==> src/rtl/mem_arbiter.sv <==
// mem_arbiter
//   Shares one single-ported SRAM between the instruction-fetch port and the
//   MEM-stage data port. One access is in flight at a time. Simultaneous
//   requests in IDLE are resolved round-robin. A stalled SRAM access is
//   abandoned after MAX_WAIT cycles and completes with 32'hDEADBEEF read data;
//   the sticky timeout_err flag records that this happened.
//
// Ports
//   clk, rst                    clock, asynchronous active-low reset
//   if_req, if_addr             fetch request (held until if_ready), address
//   if_rdata, if_ready          fetched word, one-cycle completion pulse
//   mem_r_en, mem_w_en          data read / write request (held until mem_ready)
//   mem_addr, mem_wdata         data address and store data
//   mem_rdata, mem_ready        load data, one-cycle completion pulse
//   sram_req, sram_we           shared-memory request and write strobe
//   sram_addr, sram_wdata       shared-memory address and write data
//   sram_rdata, sram_ack        memory read data and completion (same cycle)
//   freeze                      pipeline stall request (combinational)
//   timeout_err                 sticky timeout flag

module mem_arbiter #(
   parameter int unsigned MAX_WAIT = 15
) (
   input  logic        clk,
   input  logic        rst,
   input  logic        if_req,
   input  logic [31:0] if_addr,
   output logic [31:0] if_rdata,
   output logic        if_ready,
   input  logic        mem_r_en,
   input  logic        mem_w_en,
   input  logic [31:0] mem_addr,
   input  logic [31:0] mem_wdata,
   output logic [31:0] mem_rdata,
   output logic        mem_ready,
   output logic        sram_req,
   output logic        sram_we,
   output logic [31:0] sram_addr,
   output logic [31:0] sram_wdata,
   input  logic [31:0] sram_rdata,
   input  logic        sram_ack,
   output logic        freeze,
   output logic        timeout_err
);

   localparam int unsigned CW = (MAX_WAIT < 16) ? 4 : $clog2(MAX_WAIT + 1);
   // Last BUSY cycle index: reaching MAX_WAIT happens on the edge that leaves.
   localparam logic [CW-1:0] LIMIT = CW'(MAX_WAIT - 1);

   localparam logic [1:0] S_IDLE   = 2'd0;
   localparam logic [1:0] S_BUSY_D = 2'd1;
   localparam logic [1:0] S_BUSY_I = 2'd2;
   localparam logic [1:0] S_RESP   = 2'd3;

   logic [1:0]    r_state;
   logic          r_last_data;   // 1: data port was granted last, 0: fetch
   logic [CW-1:0] r_wait_cnt;
   logic          r_sram_req;
   logic          r_sram_we;
   logic [31:0]   r_sram_addr;
   logic [31:0]   r_sram_wdata;
   logic [31:0]   r_if_rdata;
   logic [31:0]   r_mem_rdata;
   logic          r_if_ready;
   logic          r_mem_ready;
   logic          r_timeout;

   logic          w_data_req;
   logic          w_grant_data;
   logic          w_grant_if;
   logic          w_busy;
   logic          w_finish;
   logic          w_expire;
   logic [31:0]   w_rdata;

   assign w_data_req   = mem_r_en | mem_w_en;
   // Data wins unless fetch also asks and data was the previous winner.
   assign w_grant_data = w_data_req & (~if_req | ~r_last_data);
   assign w_grant_if   = if_req & ~w_grant_data;
   assign w_busy       = (r_state == S_BUSY_D) | (r_state == S_BUSY_I);
   // An ack on the limit cycle still counts as a successful access.
   assign w_finish     = w_busy & (sram_ack | (r_wait_cnt == LIMIT));
   assign w_expire     = w_busy & ~sram_ack & (r_wait_cnt == LIMIT);
   assign w_rdata      = sram_ack ? sram_rdata : 32'hDEADBEEF;

   always_ff @(posedge clk or negedge rst) begin
      if (!rst) begin
         r_state      <= S_IDLE;
         r_last_data  <= 1'b0;
         r_wait_cnt   <= '0;
         r_sram_req   <= 1'b0;
         r_sram_we    <= 1'b0;
         r_sram_addr  <= '0;
         r_sram_wdata <= '0;
         r_if_rdata   <= '0;
         r_mem_rdata  <= '0;
         r_if_ready   <= 1'b0;
         r_mem_ready  <= 1'b0;
         r_timeout    <= 1'b0;
      end else begin
         r_if_ready  <= 1'b0;
         r_mem_ready <= 1'b0;
         case (r_state)
            S_IDLE: begin
               if (w_grant_data) begin
                  r_state      <= S_BUSY_D;
                  r_last_data  <= 1'b1;
                  r_wait_cnt   <= '0;
                  r_sram_req   <= 1'b1;
                  r_sram_we    <= mem_w_en;
                  r_sram_addr  <= mem_addr;
                  r_sram_wdata <= mem_wdata;
               end else if (w_grant_if) begin
                  r_state      <= S_BUSY_I;
                  r_last_data  <= 1'b0;
                  r_wait_cnt   <= '0;
                  r_sram_req   <= 1'b1;
                  r_sram_we    <= 1'b0;
                  r_sram_addr  <= if_addr;
                  r_sram_wdata <= '0;
               end
            end
            S_BUSY_D, S_BUSY_I: begin
               if (!sram_ack) begin
                  r_wait_cnt <= r_wait_cnt + CW'(1);
               end
               if (w_finish) begin
                  r_state    <= S_RESP;
                  r_sram_req <= 1'b0;
                  r_sram_we  <= 1'b0;
                  if (w_expire) begin
                     r_timeout <= 1'b1;
                  end
                  if (r_state == S_BUSY_D) begin
                     r_mem_ready <= 1'b1;
                     // A store leaves the load-data register untouched.
                     if (!r_sram_we) begin
                        r_mem_rdata <= w_rdata;
                     end
                  end else begin
                     r_if_ready <= 1'b1;
                     r_if_rdata <= w_rdata;
                  end
               end
            end
            default: begin
               r_state <= S_IDLE;
            end
         endcase
      end
   end

   assign if_rdata    = r_if_rdata;
   assign if_ready    = r_if_ready;
   assign mem_rdata   = r_mem_rdata;
   assign mem_ready   = r_mem_ready;
   assign sram_req    = r_sram_req;
   assign sram_we     = r_sram_we;
   assign sram_addr   = r_sram_addr;
   assign sram_wdata  = r_sram_wdata;
   assign timeout_err = r_timeout;
   assign freeze      = (w_data_req & ~r_mem_ready) | (if_req & ~r_if_ready);

endmodule
==> config.mk <==
export PLATFORM = sky130hd
export DESIGN_NAME = mem_arbiter
export DESIGN_NICKNAME = d
export VERILOG_FILES = /design/src/rtl/mem_arbiter.sv
export SDC_FILE = /design/constraint.sdc
export NUM_CORES = 1
export LEC_CHECK = 0
export CAP_MARGIN = 5
export CORE_MARGIN = 2
export CORE_UTILIZATION = 41
export CTS_CLUSTER_SIZE = 8
export DETAILED_ROUTE_END_ITERATION = 10
export GPL_TIMING_DRIVEN = 0
export PLACE_DENSITY_LB_ADDON = 0.3
export SLEW_MARGIN = 10
export SYNTH_ARGS = -nofsm -noshare
export SYNTH_HDL_FRONTEND = slang
export SYNTH_SLANG_ARGS = --single-unit
==> constraint.sdc <==
create_clock -name clk -period 2.14 [get_ports clk]
set_input_delay 0.321 -clock clk [delete_from_list [all_inputs] [get_ports clk]]
set_output_delay 0.321 -clock clk [all_outputs]
set_load 0.03 [all_outputs]
==> run_results.csv, run 1 <==
group,metric,value,unit
status,outcome,"finished, final reports clean",
floorplan,die_y,122.9,um
placement,place_ws,-0.09038,ns
floorplan,ios,268,
power_and_ir_drop,p_per_area,1747,mW/mm2
synthesis,yosys.cell_count.top_type,"dfrtp_1",
synthesis,synth_cell_type_count,42,
critical_path,critPathRequiredTime,1.82,ns
timing,hold_viol,0,
synthesis,synth_area,0.005794,mm2
final_layout,num_antenna_cells,0,
critical_path,path_buf_inv,2,
timing,slew_headroom,0.5347,
power_and_ir_drop,vdd_drop_max,1.159,mV
timing,clock.fmax,0.5117,GHz
critical_path,start_kind,"input port",
synthesis,synth_edf_count,0,
floorplan,core_area,0.01383,mm2
synthesis,synthTopCellsByArea,"dfrtp_1, mux2i_1, a2bb2oi_1",
timing,worst_pin_slew,0.6979,ns
critical_path,arrival,1.63,ns
final_layout,syn_to_final_growth,60.89,%
clock_tree,clockBufferDepth,2,
synthesis,netlist_instances,457,
synthesis,synth-seq-cells,140,
timing,rsz0062_at_grt,"false",
grt,grt_antenna_before_repair,0,
floorplan,fp.dieW,122.9,um
critical_path,worst_path_max_delay_cell,"clkdlybuf4s50_1",
placement,place.gp.congestion,0.7664,
critical_path,cp_max_fo,5,
critical_path,cp-end-kind,"output port",
clock_tree,clock_sinks,140,
drt,wl_met1,6679,um
final_layout,design_area,0.009323,mm2
synthesis,synth.yosys.seq_area_share,0.6046,
critical_path,critPathTopFamily,"buffers and inverters",
timing,setup_violations,0,
clock_tree,cts_root_buffer,"clkbuf_16",
timing,holdWs,0.4827,ns
final_layout,nNetsFinal,884,
power_and_ir_drop,p_leak,4.008,nW
drt,post_drt_wl_per_cell,18.62,um
power_and_ir_drop,p_total,16.29,mW
clock_tree,cts.clk_slew.worst_paths,0.06,ns
synthesis,yosys_warnings,0,
grt,grt.overflow.total,0,
job,drv_cap,0,
floorplan,die_area,0.01510,mm2
placement,placed_area,0.008721,mm2
timing,period_minus_slack,1.954,ns
drt,route.detailed.drc,0,
clock_tree,h-tree-depth,4,
timing,skew,0.009611,ns
synthesis,synth_common_cells,"dfrtp_1, a2bb2oi_1, nand2_1, mux2i_1, a22o_1",
synthesis,synth_top_area_cell,"dfrtp_1",
critical_path,critical_path_class,"input port to output port",
drt,drtIter0Drc,238,
placement,port_buffers,267,
synthesis,yosys.area.top_type_share,0.6046,
synthesis,syn_nets,596,
drt,viasPerCell,5.228,
synthesis,synth_ff_type,"dfrtp_1",
timing,drv_slew,0,
critical_path,cp_cell_sequence,"clkdlybuf4s50_1, nor2_1, o22ai_1, dlygate4sd2_1",
drt,routed_wl,17460,um
grt,grt_max_degree,77,
grt,grtUsageTotal,0.2338,
floorplan,start_util,0.4191,
final_layout,drive_above_1_share,0.1016,
clock_tree,cts_tree,"done",
critical_path,max_stage_delay,0.62,ns
drt,antenna_left,0,
placement,hpwl,13010,um
synthesis,syn_avg_cell_area,12.68,um2
drt,vias,4904,
timing,finalCritPeriodShare,0.9133,
timing,fin_ws,0.1856,ns
grt,grt_pass1_vias,5168,
clock_tree,cts_made_buffers,17,
drt,wl_met3,1840,um
drt,drt_pass1_iterations,6,
drt,dr_wl_met2,8541,um
clock_tree,clk_latency,0.41,ns
drt,top_layer_used,"met4",
floorplan,rows,43,
synthesis,ys_async_sr_fraction,1.000,
grt,grt_first_pass_wirelength,26790,um
worst_hold_path,hold_class,"flop to flop",
state kept, by name (all words and copies together), names as in the netlist:
signal and flops:
sram_we 1, r_wait_cnt 4, r_last_data 1, if_ready 1, sram_req 1, sram_wdata 32, sram_addr 32, mem_rdata 32
timeout_err 1, mem_ready 1, r_state 2, if_rdata 32
cells by family after synthesis:
group,count (synthesis),synth area share
fa+ha+maj,5,0.01080
flops,140,0.6046
buf+inv,45,0.04427
mux,36,0.06241
compound gates,151,0.2155
simple gates,80,0.06241
timing repair:
action | CTS | global route
hold endpoints to repair | 75 | 0
gates cloned | 0 | 0
pin swaps | 0 | 0
hold buffers | 1 | 0
buffers inserted | 0 | 0
setup endpoints to repair | 1 | 15
gates resized for setup | 1 | 4
report_power, final:
group | leakage, nW | switching, mW | internal [mW]
Clock | 0.277 | 1.08 | 1.82
Sequential | 1.69 | 0.726 | 3.89
Combinational | 2.04 | 4.94 | 3.83
worst paths after layout:
check	startpoint	end	slack, ns	cells past startpoint
max	mem_w_en	freeze	0.19	4
min reg2reg	sram_addr[20]	sram_addr[20]	0.48	2
max reg2reg	r_state[0]	if_rdata[16]	0.23	9
min in group asynchronous	rst	sram_wdata[24]	0.55	2
max in group asynchronous	rst	r_wait_cnt[2]	0.83	3
min	sram_addr[20]	sram_addr[20]	0.48	2
final cells by class:
class	instances	area (um2)
Inverter	9	36.28
Tap cell	180	225.2
Clock buffer	24	481.7
Multi-Input combinational cell	272	2034
Fill cell	1019	4504
Clock inverter	8	108.9
Sequential cell	140	3503
Buffer	36	222.7
Timing Repair Buffer	269	2710
routing by layer:
metal  global-route usage  vias to the layer above
met5                    0                        -
met1               0.2641                     2406
met2               0.3919                      211
met3              0.09665                       28
li1                     -                     2259
met4              0.09339                        0
worst min-delay path: cells and delay by family, from the launching register on:
| family | cells | cell delay (ns) |
|---|---|---|
| flip-flops | 1 | 0.34 |
| AO/OA/AOI/OAI | 1 | 0.06 |
| AND/OR/NAND/NOR | 1 | 0.05 |
through the flow:
step           utilization  cells   TNS, ns
3_3_place_gp        0.6286    904   -637.70
6_report            0.6742    938         0
2_1_floorplan            -    457         0
5_1_grt             0.6742    938         0
3_5_place_dp        0.6307    905  -0.09038
4_1_cts             0.6741    938         0
placed cells by master, fill, tap and decap left out, drive strengths merged, types with 4 or more instances in the layout:
cell type      netlist  final
buf                 27     29
a32o                16     16
nand2               36     36
mux2i               35     35
o21ai               38     38
inv                  9     10
a2bb2oi             48     48
clkbuf               9     33
nor2                31     31
dfrtp              140    140
clkdlybuf4s50        0    265
a22o                32     32
ha                   5      5
o2bb2ai              4      4
(Power assumes the default switching activity.)
==> run 2, diff against run 1 <==
--- a/config.mk
+++ b/config.mk
@@ -12,6 +12,7 @@
 export DETAILED_ROUTE_END_ITERATION = 10
 export GPL_TIMING_DRIVEN = 0
 export PLACE_DENSITY_LB_ADDON = 0.3
+export SKIP_LAST_GASP = 1
 export SLEW_MARGIN = 10
 export SYNTH_ARGS = -nofsm -noshare
 export SYNTH_HDL_FRONTEND = slang
==> results of run 2 <==
Same layout as run 1: the final DEF is identical, and so are final timing and power.
==> run 3, diff against run 2 <==
--- a/config.mk
+++ b/config.mk
@@ -17,3 +17,4 @@
 export SYNTH_ARGS = -nofsm -noshare
 export SYNTH_HDL_FRONTEND = slang
 export SYNTH_SLANG_ARGS = --single-unit
+export TNS_END_PERCENT = 100
==> results of run 3 <==
Same layout as run 1: the final DEF is identical, and so are final timing and power.
